===== src/rtl/ex_stage_if.sv =====
// rtl/ex_stage_if.sv - decode/controller to execute-stage signal bundle
interface ex_stage_if;
  logic        stall;
  logic        flush;
  logic        int_detect;

  logic [29:0] id_pc;
  logic        id_en;
  logic [3:0]  id_alu_op;
  logic [31:0] id_alu_in_0;
  logic [31:0] id_alu_in_1;
  logic        id_br_flag;
  logic [1:0]  id_mem_op;
  logic [31:0] id_mem_wr_data;
  logic [1:0]  id_ctrl_op;
  logic [4:0]  id_dst_addr;
  logic        id_gpr_we_;
  logic [2:0]  id_exp_code;

  logic        busy;
  logic [31:0] fwd_data;
  logic [29:0] ex_pc;
  logic        ex_en;
  logic        ex_br_flag;
  logic [1:0]  ex_mem_op;
  logic [31:0] ex_mem_wr_data;
  logic [1:0]  ex_ctrl_op;
  logic [4:0]  ex_dst_addr;
  logic        ex_gpr_we_;
  logic [2:0]  ex_exp_code;
  logic [31:0] ex_out;

  modport master (
    output stall, flush, int_detect,
    output id_pc, id_en, id_alu_op, id_alu_in_0, id_alu_in_1, id_br_flag,
    output id_mem_op, id_mem_wr_data, id_ctrl_op, id_dst_addr, id_gpr_we_, id_exp_code,
    input  busy, fwd_data,
    input  ex_pc, ex_en, ex_br_flag, ex_mem_op, ex_mem_wr_data, ex_ctrl_op,
    input  ex_dst_addr, ex_gpr_we_, ex_exp_code, ex_out
  );

  modport slave (
    input  stall, flush, int_detect,
    input  id_pc, id_en, id_alu_op, id_alu_in_0, id_alu_in_1, id_br_flag,
    input  id_mem_op, id_mem_wr_data, id_ctrl_op, id_dst_addr, id_gpr_we_, id_exp_code,
    output busy, fwd_data,
    output ex_pc, ex_en, ex_br_flag, ex_mem_op, ex_mem_wr_data, ex_ctrl_op,
    output ex_dst_addr, ex_gpr_we_, ex_exp_code, ex_out
  );
endinterface


===== src/rtl/ex_stage.sv =====
// rtl/ex_stage.sv - execute stage: ALU, overflow, forwarding, ex register; EX_MUL_EN adds the iterative multiplier
module ex_stage #(
  parameter int MUL_CYCLES = 32
) (
  input logic       clk,
  input logic       reset,
  ex_stage_if.slave bus
);

  localparam logic [3:0] OP_NOP  = 4'd0;
  localparam logic [3:0] OP_AND  = 4'd1;
  localparam logic [3:0] OP_OR   = 4'd2;
  localparam logic [3:0] OP_XOR  = 4'd3;
  localparam logic [3:0] OP_ADDS = 4'd4;
  localparam logic [3:0] OP_ADDU = 4'd5;
  localparam logic [3:0] OP_SUBS = 4'd6;
  localparam logic [3:0] OP_SUBU = 4'd7;
  localparam logic [3:0] OP_SHRL = 4'd8;
  localparam logic [3:0] OP_SHLL = 4'd9;
  localparam logic [3:0] OP_MUL  = 4'd10;

  localparam logic [2:0] EXP_UNDEF = 3'd2;
  localparam logic [2:0] EXP_OVF   = 3'd3;

  typedef struct packed {
    logic [29:0] pc;
    logic        en;
    logic        br_flag;
    logic [1:0]  mem_op;
    logic [31:0] mem_wr_data;
    logic [1:0]  ctrl_op;
    logic [4:0]  dst_addr;
    logic        gpr_we_;
    logic [2:0]  exp_code;
    logic [31:0] out;
  } ex_reg_t;

  localparam ex_reg_t EX_BUBBLE = '{
    pc: 30'd0, en: 1'b0, br_flag: 1'b0, mem_op: 2'd0, mem_wr_data: 32'd0,
    ctrl_op: 2'd0, dst_addr: 5'd0, gpr_we_: 1'b1, exp_code: 3'd0, out: 32'd0
  };

  logic [31:0] in_0;
  logic [31:0] in_1;
  logic [31:0] sum;
  logic [31:0] diff;
  logic [31:0] alu_res;
  logic        ovf;
  logic        busy;
  logic        mul_done;
  logic        mul_undef;
  logic [31:0] mul_res;
  logic        hold;
  ex_reg_t     ex_d;
  ex_reg_t     ex_q;

  assign in_0 = bus.id_alu_in_0;
  assign in_1 = bus.id_alu_in_1;
  assign sum  = in_0 + in_1;
  assign diff = in_0 - in_1;

`ifdef EX_MUL_EN
  typedef enum logic [1:0] {MUL_IDLE, MUL_RUN, MUL_DONE} mul_state_e;

  mul_state_e  state_q;
  logic [31:0] mcand_q;
  logic [31:0] mplier_q;
  logic [31:0] acc_q;
  logic [4:0]  count_q;
  logic        mul_req;

  assign mul_req   = bus.id_en & (bus.id_alu_op == OP_MUL) & ~bus.stall & ~bus.flush;
  // busy rises in the request cycle itself so the controller freezes IF/ID at once
  assign busy      = ((state_q == MUL_IDLE) & mul_req) | (state_q == MUL_RUN);
  assign mul_done  = (state_q == MUL_DONE);
  assign mul_res   = acc_q;
  assign mul_undef = 1'b0;

  // Shift-add sequencer: one partial product per RUN cycle, DONE waits out any stall
  always_ff @(posedge clk) begin
    if (reset) begin
      state_q  <= MUL_IDLE;
      mcand_q  <= '0;
      mplier_q <= '0;
      acc_q    <= '0;
      count_q  <= '0;
    end else begin
      case (state_q)
        MUL_IDLE: begin
          if (mul_req) begin
            mcand_q  <= in_0;
            mplier_q <= in_1;
            acc_q    <= '0;
            count_q  <= '0;
            state_q  <= MUL_RUN;
          end
        end
        MUL_RUN: begin
          if (bus.flush) begin
            state_q <= MUL_IDLE;
          end else begin
            if (mplier_q[0]) acc_q <= acc_q + mcand_q;
            mcand_q  <= mcand_q << 1;
            mplier_q <= mplier_q >> 1;
            count_q  <= count_q + 5'd1;
            if (count_q == 5'(MUL_CYCLES - 1)) state_q <= MUL_DONE;
          end
        end
        MUL_DONE: begin
          if (bus.flush || !bus.stall) state_q <= MUL_IDLE;
        end
        default: state_q <= MUL_IDLE;
      endcase
    end
  end
`else
  logic unused_mul_cycles;

  assign busy              = 1'b0;
  assign mul_done          = 1'b0;
  assign mul_res           = '0;
  assign mul_undef         = (bus.id_alu_op == OP_MUL);
  assign unused_mul_cycles = (MUL_CYCLES == 32);
`endif

  // ALU result and signed-overflow detection (sign-bit form)
  always_comb begin
    alu_res = '0;
    ovf     = 1'b0;
    case (bus.id_alu_op)
      OP_NOP:  alu_res = '0;
      OP_AND:  alu_res = in_0 & in_1;
      OP_OR:   alu_res = in_0 | in_1;
      OP_XOR:  alu_res = in_0 ^ in_1;
      OP_ADDS: begin
        alu_res = sum;
        ovf     = (in_0[31] == in_1[31]) & (sum[31] != in_0[31]);
      end
      OP_ADDU: alu_res = sum;
      OP_SUBS: begin
        alu_res = diff;
        ovf     = (in_0[31] != in_1[31]) & (diff[31] != in_0[31]);
      end
      OP_SUBU: alu_res = diff;
      OP_SHRL: alu_res = in_0 >> in_1[4:0];
      OP_SHLL: alu_res = in_0 << in_1[4:0];
      OP_MUL:  alu_res = mul_done ? mul_res : '0;
      default: alu_res = '0;
    endcase
  end

  assign bus.fwd_data = alu_res;
  assign bus.busy     = busy;

  // A flush aborting a running multiply must still bubble the register, so busy only holds without flush
  assign hold = bus.stall | (busy & ~bus.flush);

  // Next ex register value: hold, bubble, or load with exception squashing
  always_comb begin
    ex_d = ex_q;
    if (hold) begin
      ex_d = ex_q;
    end else if (bus.flush || bus.int_detect) begin
      ex_d = EX_BUBBLE;
    end else begin
      ex_d.pc          = bus.id_pc;
      ex_d.en          = bus.id_en;
      ex_d.br_flag     = bus.id_br_flag;
      ex_d.mem_op      = bus.id_mem_op;
      ex_d.mem_wr_data = bus.id_mem_wr_data;
      ex_d.ctrl_op     = bus.id_ctrl_op;
      ex_d.dst_addr    = bus.id_dst_addr;
      ex_d.gpr_we_     = bus.id_gpr_we_;
      ex_d.exp_code    = bus.id_exp_code;
      ex_d.out         = alu_res;
      if (ovf) begin
        ex_d.mem_op   = 2'd0;
        ex_d.gpr_we_  = 1'b1;
        ex_d.exp_code = EXP_OVF;
      end else if (mul_undef) begin
        ex_d.mem_op   = 2'd0;
        ex_d.gpr_we_  = 1'b1;
        ex_d.exp_code = EXP_UNDEF;
        ex_d.out      = '0;
      end
    end
  end

  // ex pipeline register
  always_ff @(posedge clk) begin
    if (reset) ex_q <= EX_BUBBLE;
    else       ex_q <= ex_d;
  end

  assign bus.ex_pc          = ex_q.pc;
  assign bus.ex_en          = ex_q.en;
  assign bus.ex_br_flag     = ex_q.br_flag;
  assign bus.ex_mem_op      = ex_q.mem_op;
  assign bus.ex_mem_wr_data = ex_q.mem_wr_data;
  assign bus.ex_ctrl_op     = ex_q.ctrl_op;
  assign bus.ex_dst_addr    = ex_q.dst_addr;
  assign bus.ex_gpr_we_     = ex_q.gpr_we_;
  assign bus.ex_exp_code    = ex_q.exp_code;
  assign bus.ex_out         = ex_q.out;

endmodule


===== src/flat_wrapper.sv =====
// flat-port wrapper written by rule: the top's interface ports become plain ports
module ex_stage_flat 
#(
  parameter int MUL_CYCLES = 32
)
  (clk, reset, bus_stall, bus_flush, bus_int_detect, bus_id_pc, bus_id_en, bus_id_alu_op, bus_id_alu_in_0, bus_id_alu_in_1, bus_id_br_flag, bus_id_mem_op, bus_id_mem_wr_data, bus_id_ctrl_op, bus_id_dst_addr, bus_id_gpr_we_, bus_id_exp_code, bus_busy, bus_fwd_data, bus_ex_pc, bus_ex_en, bus_ex_br_flag, bus_ex_mem_op, bus_ex_mem_wr_data, bus_ex_ctrl_op, bus_ex_dst_addr, bus_ex_gpr_we_, bus_ex_exp_code, bus_ex_out);
  ex_stage_if bus_i ();
  input logic clk;
  input logic reset;
  input wire logic [$bits(bus_i.stall)-1:0] bus_stall;
  input wire logic [$bits(bus_i.flush)-1:0] bus_flush;
  input wire logic [$bits(bus_i.int_detect)-1:0] bus_int_detect;
  input wire logic [$bits(bus_i.id_pc)-1:0] bus_id_pc;
  input wire logic [$bits(bus_i.id_en)-1:0] bus_id_en;
  input wire logic [$bits(bus_i.id_alu_op)-1:0] bus_id_alu_op;
  input wire logic [$bits(bus_i.id_alu_in_0)-1:0] bus_id_alu_in_0;
  input wire logic [$bits(bus_i.id_alu_in_1)-1:0] bus_id_alu_in_1;
  input wire logic [$bits(bus_i.id_br_flag)-1:0] bus_id_br_flag;
  input wire logic [$bits(bus_i.id_mem_op)-1:0] bus_id_mem_op;
  input wire logic [$bits(bus_i.id_mem_wr_data)-1:0] bus_id_mem_wr_data;
  input wire logic [$bits(bus_i.id_ctrl_op)-1:0] bus_id_ctrl_op;
  input wire logic [$bits(bus_i.id_dst_addr)-1:0] bus_id_dst_addr;
  input wire logic [$bits(bus_i.id_gpr_we_)-1:0] bus_id_gpr_we_;
  input wire logic [$bits(bus_i.id_exp_code)-1:0] bus_id_exp_code;
  output wire logic [$bits(bus_i.busy)-1:0] bus_busy;
  output wire logic [$bits(bus_i.fwd_data)-1:0] bus_fwd_data;
  output wire logic [$bits(bus_i.ex_pc)-1:0] bus_ex_pc;
  output wire logic [$bits(bus_i.ex_en)-1:0] bus_ex_en;
  output wire logic [$bits(bus_i.ex_br_flag)-1:0] bus_ex_br_flag;
  output wire logic [$bits(bus_i.ex_mem_op)-1:0] bus_ex_mem_op;
  output wire logic [$bits(bus_i.ex_mem_wr_data)-1:0] bus_ex_mem_wr_data;
  output wire logic [$bits(bus_i.ex_ctrl_op)-1:0] bus_ex_ctrl_op;
  output wire logic [$bits(bus_i.ex_dst_addr)-1:0] bus_ex_dst_addr;
  output wire logic [$bits(bus_i.ex_gpr_we_)-1:0] bus_ex_gpr_we_;
  output wire logic [$bits(bus_i.ex_exp_code)-1:0] bus_ex_exp_code;
  output wire logic [$bits(bus_i.ex_out)-1:0] bus_ex_out;
  assign bus_i.stall = bus_stall;
  assign bus_i.flush = bus_flush;
  assign bus_i.int_detect = bus_int_detect;
  assign bus_i.id_pc = bus_id_pc;
  assign bus_i.id_en = bus_id_en;
  assign bus_i.id_alu_op = bus_id_alu_op;
  assign bus_i.id_alu_in_0 = bus_id_alu_in_0;
  assign bus_i.id_alu_in_1 = bus_id_alu_in_1;
  assign bus_i.id_br_flag = bus_id_br_flag;
  assign bus_i.id_mem_op = bus_id_mem_op;
  assign bus_i.id_mem_wr_data = bus_id_mem_wr_data;
  assign bus_i.id_ctrl_op = bus_id_ctrl_op;
  assign bus_i.id_dst_addr = bus_id_dst_addr;
  assign bus_i.id_gpr_we_ = bus_id_gpr_we_;
  assign bus_i.id_exp_code = bus_id_exp_code;
  assign bus_busy = bus_i.busy;
  assign bus_fwd_data = bus_i.fwd_data;
  assign bus_ex_pc = bus_i.ex_pc;
  assign bus_ex_en = bus_i.ex_en;
  assign bus_ex_br_flag = bus_i.ex_br_flag;
  assign bus_ex_mem_op = bus_i.ex_mem_op;
  assign bus_ex_mem_wr_data = bus_i.ex_mem_wr_data;
  assign bus_ex_ctrl_op = bus_i.ex_ctrl_op;
  assign bus_ex_dst_addr = bus_i.ex_dst_addr;
  assign bus_ex_gpr_we_ = bus_i.ex_gpr_we_;
  assign bus_ex_exp_code = bus_i.ex_exp_code;
  assign bus_ex_out = bus_i.ex_out;
  ex_stage #(.MUL_CYCLES(MUL_CYCLES)) u_core (.clk(clk), .reset(reset), .bus(bus_i));
endmodule

===== config.mk =====
export PLATFORM = sky130hd
export DESIGN_NAME = ex_stage_flat
export DESIGN_NICKNAME = d
export VERILOG_FILES = /design/src/rtl/ex_stage_if.sv /design/src/rtl/ex_stage.sv /design/src/flat_wrapper.sv
export SDC_FILE = /design/constraint.sdc
export NUM_CORES = 1
export LEC_CHECK = 0
export ABC_AREA = 1
export BUFFER_PORTS_ARGS = -buffer_cell sky130_fd_sc_hd__buf_2
export CAP_MARGIN = 15
export CELL_PAD_IN_SITES_DETAIL_PLACEMENT = 2
export CELL_PAD_IN_SITES_GLOBAL_PLACEMENT = 2
export CORE_ASPECT_RATIO = 2
export CORE_MARGIN = 2
export CORE_UTILIZATION = 30
export DETAILED_ROUTE_END_ITERATION = 12
export PLACE_DENSITY_LB_ADDON = 0.1
export SLEW_MARGIN = 20
export SYNTH_ARGS = -nofsm -noshare
export SYNTH_HDL_FRONTEND = slang
export SYNTH_SLANG_ARGS = --single-unit

===== constraint.sdc =====
create_clock -name clk -period 7.1 [get_ports clk]
set_input_delay 0.71 -clock clk [delete_from_list [all_inputs] [get_ports clk]]
set_output_delay 0.71 -clock clk [all_outputs]
set_load 0.03 [all_outputs]

==> metrics.csv, run 1 <==
metric;value;unit
power.internal;1.184;mW
yosys_warnings;0;
postRouteAntennaNets;0;
layout_commonest_cell;nand2_1;
path_max_fanout;63;
synth_edf_count;0;
synthCells;2460;
drc;0;
powerDensity;143.2;nW/um2
fmax;0.2123;GHz
die_height;304.4;um
finalSetupTns;0;ns
synthesis.area;13530;um2
synth_nets;2713;
core_area;44730;um2
drive_gt1_share;14.70;%
rsz0062_at_grt;no;
crit_arrival;4.00;ns
initial_utilization;30.25;%
cts_tree;built;
clk_pin_slew;0.08;ns
grt_pass1_wl;115400;um
overflow;0;
cts.htree.levels;3;
drtIter0Drc;1037;
pwr-share-comb;46.6;%
num-fill-cells;5933;
grt_pass1_vias;17810;
placed_cell_area;15140;um2
ir_worst_vdd;0.0001086;V
synthArstFlopShare;0;%
post-place-ws;2.429;ns
layout_min_cycle_time;4.711;ns
synth_seq_cells;109;
layout_setup_ws;2.389;ns
numCtsBuffers;9;
via_count;17232;
finalCritPeriodShare;66.35;%
syn_to_final_growth;14.33;%
p_seq_share;28.5;%
drv_slew;0;
dr.pass1.iters;4;
hold_buffers;0;
hold_class;flop to flop;
dpl.hpwl;65770;um
power_switching;1.033;mW
wl_per_cell;24.60;um
pin_count;292;
finalHoldViolations;0;
hold-worst-slack;0.4639;ns
synthDistinctLibCells;49;
synthFlopType;dfxtp_1;
place_congestion;0.9425;
cts.sinks;109;
yosysSeqAreaShare;16.13;%
status;complete, no violations;
final_cell_mix;nand2_1, nand3_1, inv_1;
cts_resized;0;
die_area;46920;um2
clk_path_buf_depth;2;
cap_violations;0;
fin_util;34.59;%
setup_viol;0;
end_kind;output port;
fin_cells;3215;
cts-root-buf;clkbuf_16;
p_sw_share;46.59;%
antenna_found_initial;2;
avgViaCountPerCell;5.360;
grt_usage;32.93;%
p_leak;8.287;nW
final_cell_area;15470;um2
placed_cells;3197;
tightest_slew;1.144;ns
clkPwrFrac;24.9;%
synth_area_per_cell;5.501;um2
fin_skew;0;ns
fin_nets;2901;
wirelength;79100;um
crit_type;primary input to output port;
dieWidth;154.2;um
startpoint_type;primary input;
rows;110;
cp.required;6.39;ns
grt_max_degree;74;
slew_headroom;23.63;%
postCtsSetupBuffers;0;
io_buffers;290;
clk_latency;0.37;ns
p_total;2.216;mW
-- cell usage after synthesis (11+ instances only) --
master / count / area, um2
nand4_1: 14 / 87.58
ha_1: 101 / 1264
inv_2: 11 / 41.29
nand2_2: 18 / 112.6
o22ai_1: 26 / 162.7
nand3_1: 401 / 2007
nand2_1: 832 / 3123
nor2_1: 159 / 596.8
inv_1: 292 / 1096
dfxtp_1: 109 / 2182
buf_2: 45 / 225.2
clkbuf_1: 46 / 172.7
o211ai_1: 19 / 142.6
nor3_1: 11 / 55.05
buf_4: 17 / 127.6
nand3_2: 17 / 170.2
a21oi_1: 189 / 945.9
and2_1: 17 / 106.4
o21ai_0: 41 / 205.2
-- worst max-delay path, cell delays in order --
cell and delay [ns]:
buf_2 0.08, buf_4 0.55, inv_2 0.27, fa_1 0.52, nand2_1 0.12, nand2_1 0.07
nand3_1 0.07, nand2_1 0.17, nand2_1 0.11, nand2_1 0.15, nand2_1 0.10, nand2_1 0.05
o22ai_1 0.43, inv_1 0.10, nand3_1 0.23, buf_2 0.25
-- path summary, 6_finish.rpt --
path / start / to / slack [ns] / cells past startpoint
max: bus_id_alu_in_1[1] / bus_fwd_data[10] / 2.39 / 16
min: u_core.bus.ex_mem_wr_data[23]$_SDFFE_PP0N_ / u_core.bus.ex_mem_wr_data[23]$_SDFFE_PP0N_ / 0.46 / 2
max reg2reg: u_core.bus.ex_mem_wr_data[0]$_SDFFE_PP0N_ / u_core.bus.ex_mem_wr_data[0]$_SDFFE_PP0N_ / 6.40 / 2
min reg2reg: u_core.bus.ex_mem_wr_data[23]$_SDFFE_PP0N_ / u_core.bus.ex_mem_wr_data[23]$_SDFFE_PP0N_ / 0.46 / 2
-- registers in the layout, summed over array words and instances, names as in the netlist --
| name | flops |
|---|---|
| u_core.bus.ex_mem_op | 2 |
| u_core.bus.ex_out | 32 |
| u_core.bus.ex_ctrl_op | 2 |
| u_core.bus.ex_mem_wr_data | 32 |
| u_core.bus.ex_exp_code | 3 |
| u_core.bus.ex_dst_addr | 5 |
| u_core.bus.ex_br_flag | 1 |
| u_core.bus.ex_gpr_we_ | 1 |
| u_core.bus.ex_pc | 30 |
| u_core.bus.ex_en | 1 |
-- layout make-up --
type / count / area [um2] / share of cell area, %
inverters: 306 / 1156 / 7.473
diodes: 2 / 5.005 / 0.03235
clock inverters: 6 / 82.58 / 0.5338
clock buffers: 10 / 239.0 / 1.545
repair buffers: 306 / 1577 / 10.19
flip-flops and latches: 109 / 2182 / 14.10
multi-input cells: 1916 / 9529 / 61.59
well taps: 560 / 700.7 / 4.529
-- power groups by stage --
stage / sequential, mW / combinational [mW] / clock (mW)
global placement: 0.646 / 1.01 / 0
global route: 0.634 / 1.12 / 0.588
CTS: 0.632 / 1.03 / 0.561
finish: 0.632 / 1.03 / 0.551
detailed placement: 0.646 / 1.02 / 0
floorplan: 0.675 / 0.606 / 0
-- cells by family (layout without fill, tap and decap cells) --
logic type / count (synthesis) / in the layout / synth area share, %
simple gates: 1492 / 1492 / 47.54
buf+inv: 435 / 628 / 13.45
compound gates: 319 / 319 / 13.15
flops: 109 / 109 / 16.13
fa+ha+maj: 103 / 103 / 9.635
other cells: 1 / 3 / 0.02771
mux: 1 / 1 / 0.07397
-- routing by layer --
metal  track usage (%)  up-vias  routed length [um]
met2             60.35      415               40490
met5                 0        -                   0
met4             18.28        0                5358
met3             3.105      155                2434
li1                  -     8273                   -
met1             36.86     8389               30820
(Power assumes the default switching activity.)
==> inputs of run 2 (changes only) <==
ABC_AREA = 0   (was 1)
CORE_UTILIZATION = 28   (was 30)
clock period = 4.2 ns   (was 7.1 ns; I/O delays follow)
==> run 2 against run 1 <==
Core utilization rose by 1.0 points. Final area decreased by 0.49%. Hold slack worse by 0.19 ns. Critical path type unchanged. Largest power group unchanged. Highest routed layer unchanged.
==> metrics.csv, run 2 <==
metric;value;unit
status;complete, no violations;
clk_pin_slew;0.09;ns
cts.htree.levels;3;
core_area;43240;um2
tightest_slew;0.9613;ns
slew_headroom;35.91;%
grt_pass1_vias;16165;
synth_area_per_cell;7.735;um2
synth_edf_count;0;
cap_violations;0;
finalSetupTns;0;ns
slowest_delay;0.76;ns
placed_cells;2438;
yosysSeqAreaShare;17.82;%
cts-root-buf;clkbuf_16;
seq_area;2182;um2
postRouteAntennaNets;0;
post-synth-top-count-cell;nor2_1;
antenna_found_initial;1;
yosys_warnings;0;
crit_type;primary input to output port;
pin_count;292;
rsz0062_at_grt;no;
fin_cells;2457;
grt_usage;34.12;%
grt_max_degree;89;
cts.sinks;109;
crit_arrival;3.68;ns
dr.pass1.iters;5;
synth_seq_cells;109;
cp_top_family;multiplexers;
fin_util;35.60;%
pwr-share-comb;51.2;%
powerDensity;263.9;nW/um2
numCtsBuffers;9;
synth_nets;1836;
drive_gt1_share;28.66;%
crit_buf_inv;5;
path_max_fanout;65;
ir_worst_vdd;0.0001566;V
wirelength;79640;um
synth_top_area_cell;dfxtp_1;
initial_utilization;28.32;%
synthFlopType;dfxtp_1;
synthesis.area;12240;um2
num-fill-cells;5227;
ys_top_cells_by_count;nor2_1, dfxtp_1, a21oi_1, ha_1, a22oi_1;
cts_tree;built;
wl_per_cell;32.41;um
overflow;0;
drv_slew;0;
avgViaCountPerCell;6.070;
finalCritPeriodShare;97.67;%
fin_skew;0;ns
p_sw_share;44.90;%
grt_pass1_wl;114100;um
fin_nets;2153;
drtIter0Drc;850;
die_height;299.7;um
clk_path_buf_depth;2;
synthDistinctLibCells;80;
startpoint_type;primary input;
worstPathCellList;buf_2 -> buf_12 -> mux4_2 -> mux4_2 -> a2111oi_1 -> buf_4 -> nand3_1 -> buf_4 -> buf_2;
clk_latency;0.37;ns
power_switching;1.824;mW
io_buffers;290;
place_congestion;0.9987;
setup_viol;0;
p_total;4.063;mW
clkPwrFrac;22.5;%
final_cell_mix;buf_2, nor2_1, buf_4;
finalHoldViolations;0;
drc;0;
cp.required;3.78;ns
synth.top_cell.area_share;17.82;%
post-place-ws;-0.1147;ns
p_leak;6.990;nW
die_area;45520;um2
via_count;14913;
p_seq_share;26.3;%
dieWidth;151.9;um
layout_min_cycle_time;4.102;ns
synthCells;1583;
layout_commonest_cell;buf_2;
dpl.hpwl;66180;um
fmax;0.2438;GHz
end_kind;output port;
layout_setup_ws;0.09800;ns
synthTopCellsByArea;dfxtp_1, ha_1, mux4_2;
power.internal;2.238;mW
crit_slowest_cell;a2111oi_1;
hold_class;primary input to flop;
syn_to_final_growth;25.73;%
multi_input_area;9184;um2
rows;108;
synthArstFlopShare;0;%
[run 2: through the flow]
| stage | instance area, um2 | hold WS (ns) |
|---|---|---|
| 2_1_floorplan | 12250 | 0.5641 |
| 3_3_place_gp | 15010 | 0.4442 |
| 3_5_place_dp | 15010 | 0.4565 |
| 4_1_cts | 15320 | 0.2637 |
| 5_1_grt | 15390 | 0.2866 |
| 6_report | 15390 | 0.2780 |
[run 2: path summary, 6_finish.rpt]
kind,start,slack [ns],end,cells after the start
hold / removal,bus_id_mem_op[0],0.28,u_core.bus.ex_mem_op[0]$_SDFFE_PP0N_,2
setup / recovery,bus_id_alu_in_1[0],0.1,bus_fwd_data[17],9
setup reg to reg,u_core.bus.ex_out[26]$_SDFFE_PP0N_,3.33,u_core.bus.ex_out[26]$_SDFFE_PP0N_,3
hold reg to reg,u_core.bus.ex_out[16]$_SDFFE_PP0N_,0.47,u_core.bus.ex_out[16]$_SDFFE_PP0N_,1
[run 2: worst reg2reg max path: cells and delay by family (launching register included)]
family | cells | cell delay (ns)
AOI/OAI and AO/OA | 1 | 0.06
DFF | 1 | 0.32
and+or+nand+nor | 2 | 0.37
[run 2: final cells by class]
class                      count  share of cell area, %
antenna                        2                0.03251
multi-input combinational   1240                  59.66
clock inverter                 7                 0.5852
sequential                   109                  14.17
timing repair buffer         440                  17.18
inverter                     100                  2.438
clock buffer                   9                  1.463
tap                          550                  4.470
[run 2: cell families after synthesis]
logic type / share of synthesized area, %
AO/OA/AOI/OAI: 30.54
AND/OR/NAND/NOR: 16.43
buffers and inverters: 7.766
multiplexers: 15.04
flip-flops: 17.82
adder cells (fa/ha/maj): 10.65
XOR/XNOR: 1.717
other: 0.03063
[run 2: what timing repair did]
action | CTS | global route
setup endpoints to repair | 1 | 12
gates resized for setup | 1 | 12
pin swaps | 0 | 2
hold buffers | 0 | 0
setup buffers | 0 | 1
[run 2: power groups by stage]
stage | clock, mW | combinational (mW) | sequential, mW
5_1_grt | 0.980 | 2.17 | 1.07
3_5_place_dp | 0 | 2.03 | 1.09
2_1_floorplan | 0 | 1.02 | 1.14
3_3_place_gp | 0 | 2.00 | 1.09
6_report | 0.915 | 2.08 | 1.07
4_1_cts | 0.944 | 2.04 | 1.07
[run 2: metal layers]
layer  share of wire, %  GRT usage [%]  wire length (um)  up-vias
li1                   -              -                 -     6514
met1                 31          31.27             25080     7455
met2                 51          62.15             40480      676
met3                4.1          3.603              3285      268
met4                 14          37.34             10800        0
met5                  0              0                 0        -
==> inputs of run 3 (changes only) <==
ABC_AREA = 1   (was 0)
CORE_UTILIZATION = 25   (was 28)
GPL_TIMING_DRIVEN = 1   (was default)
==> run 3 against run 2 <==
Maximum frequency is 11% higher. Clock skew did not move. Global-route usage fell by 4.7 points. Sequential power barely moved. Non-clock buffer count shrank 118. Power down 8.6%. First-iteration DRC count fell by 21%. Routed wire length up 6.2%. Critical endpoint is now bus_fwd_data[24]. Largest power group unchanged.
==> metrics.csv, run 3 (synthesis results as in run 1) <==
metric;value;unit
hold_start;bus_id_mem_wr_data[27];
dieWidth;168.5;um
dpl.hpwl;71930;um
syn_to_final_growth;16.27;%
finalHoldViolations;0;
powerDensity;236.1;nW/um2
grt_usage;29.43;%
numCtsBuffers;9;
layout_commonest_cell;nand2_1;
reg2reg_slack;3.47;ns
postCtsSetupBuffers;0;
postRouteAntennaNets;0;
startpoint_type;primary input;
antenna_found_initial;0;
rr_endpoint;u_core.bus.ex_mem_wr_data[29]$_SDFFE_PP0N_;
hold_buffers;0;
rsz0062_at_grt;no;
crit_arrival;3.26;ns
core_area;53450;um2
avgViaCountPerCell;5.261;
cts.sinks;109;
dr.pass1.iters;4;
rr_worst_depth;2;
cts_resized;0;
rows;120;
status;complete, no violations;
whs_endpoint;u_core.bus.ex_mem_wr_data[27]$_SDFFE_PP0N_;
clk_path_buf_depth;2;
finalSetupTns;0;ns
finalCritPeriodShare;87.70;%
cp.required;3.78;ns
clk_pin_slew;0.08;ns
p_total;3.714;mW
pin_count;292;
via_count;17576;
initial_utilization;25.32;%
num-fill-cells;6949;
ir_worst_vdd;0.0001661;V
drv_slew;0;
cts_tree;built;
grt_pass1_wl;122100;um
cap_violations;0;
r2r_start;u_core.bus.ex_mem_wr_data[29]$_SDFFE_PP0N_;
place_congestion;0.9591;
fmax;0.2715;GHz
fin_nets;2917;
die_height;333.0;um
path_max_fanout;14;
drc;0;
holdPathStages;3;
cts.htree.levels;3;
wl_per_cell;25.31;um
clk_latency;0.37;ns
p_leak;8.368;nW
io_buffers;290;
hold_class;primary input to flop;
wirelength;84560;um
overflow;0;
final_cell_mix;nand2_1, nand3_1, inv_1;
cts-root-buf;clkbuf_16;
drtIter0Drc;674;
grt_pass1_vias;19003;
tightest_slew;0.8938;ns
end_kind;output port;
crit_type;primary input to output port;
fin_util;29.44;%
die_area;56120;um2
grt_max_degree;73;
drive_gt1_share;15.21;%
fin_cells;3341;
slew_headroom;40.41;%
placed_cells;3324;
layout_min_cycle_time;3.683;ns
fin_skew;0;ns
setup_viol;0;
run 3: cell types whose count changed in the layout (fill, tap and decap cells not counted), moves of 66 or more:
| cell | delta |
|---|---|
| a22oi_1 | -94 |
| nand3_1 | +363 |
| mux2i_1 | -66 |
| buf_4 | -116 |
| a21oi_1 | +86 |
| inv_1 | +206 |
| nand2_1 | +757 |
run 3: critical path, stage by stage:
cell and delay [ns]:
buf_2 0.29, ha_1 0.31, inv_1 0.12, fa_1 0.40, inv_1 0.14, nand3_1 0.10, nand3_1 0.29, nand2_1 0.12
nand2_1 0.17, nand2_1 0.20, nand3_1 0.15, nand2_1 0.08, nand3_1 0.08, nand3_1 0.14, buf_2 0.23
run 3: per-stage QoR:
stage	setup WS, ns	hold slack [ns]	cell area [um2]
after global placement	0.5576	0.4492	15460
after global routing	0.4421	0.2888	15730
after floorplan	1.307	0.5647	13530
final	0.5166	0.2888	15730
after detailed placement	0.5369	0.4555	15460
after CTS	0.5315	0.2688	15730
run 3: worst max path at each step:
| stage | slack (ns) | cells past startpoint | from | endpoint |
|---|---|---|---|---|
| global route | 0.44 | 15 | bus_id_alu_in_1[0] | bus_fwd_data[24] |
| global placement | 0.56 | 15 | bus_id_alu_in_1[0] | bus_fwd_data[24] |
| finish | 0.52 | 15 | bus_id_alu_in_1[0] | bus_fwd_data[24] |
| CTS | 0.53 | 15 | bus_id_alu_in_1[0] | bus_fwd_data[24] |
| floorplan | 1.31 | 18 | bus_id_alu_in_1[3] | bus_fwd_data[31] |
| detailed placement | 0.54 | 15 | bus_id_alu_in_1[0] | bus_fwd_data[24] |
run 3: layout make-up:
type	count	area, um2	area share [%]
clock inverters	6	46.29	0.2942
multi-input cells	1916	9532	60.58
repair buffers	322	1747	11.10
clock buffers	10	229.0	1.455
inverters	306	1156	7.348
diodes	1	2.502	0.01590
well taps	671	839.6	5.336
flip-flops and latches	109	2182	13.87
run 3: report_power, final:
| group | switching [mW] | total, mW | internal, mW |
|---|---|---|---|
| clock network | 0.427 | 0.834 | 0.407 |
| logic | 1.35 | 1.81 | 0.466 |
| registers | 0.0122 | 1.07 | 1.06 |
run 3: routing by layer:
metal	global-route usage (%)	routed length (um)	part of all wire (%)	vias up
li1	-	-	-	8297
met3	2.706	2716	3.2	164
met1	29.13	30370	36	8644
met2	57.64	45630	54	471
met5	0	0	0	-
met4	18.51	5839	6.9	0
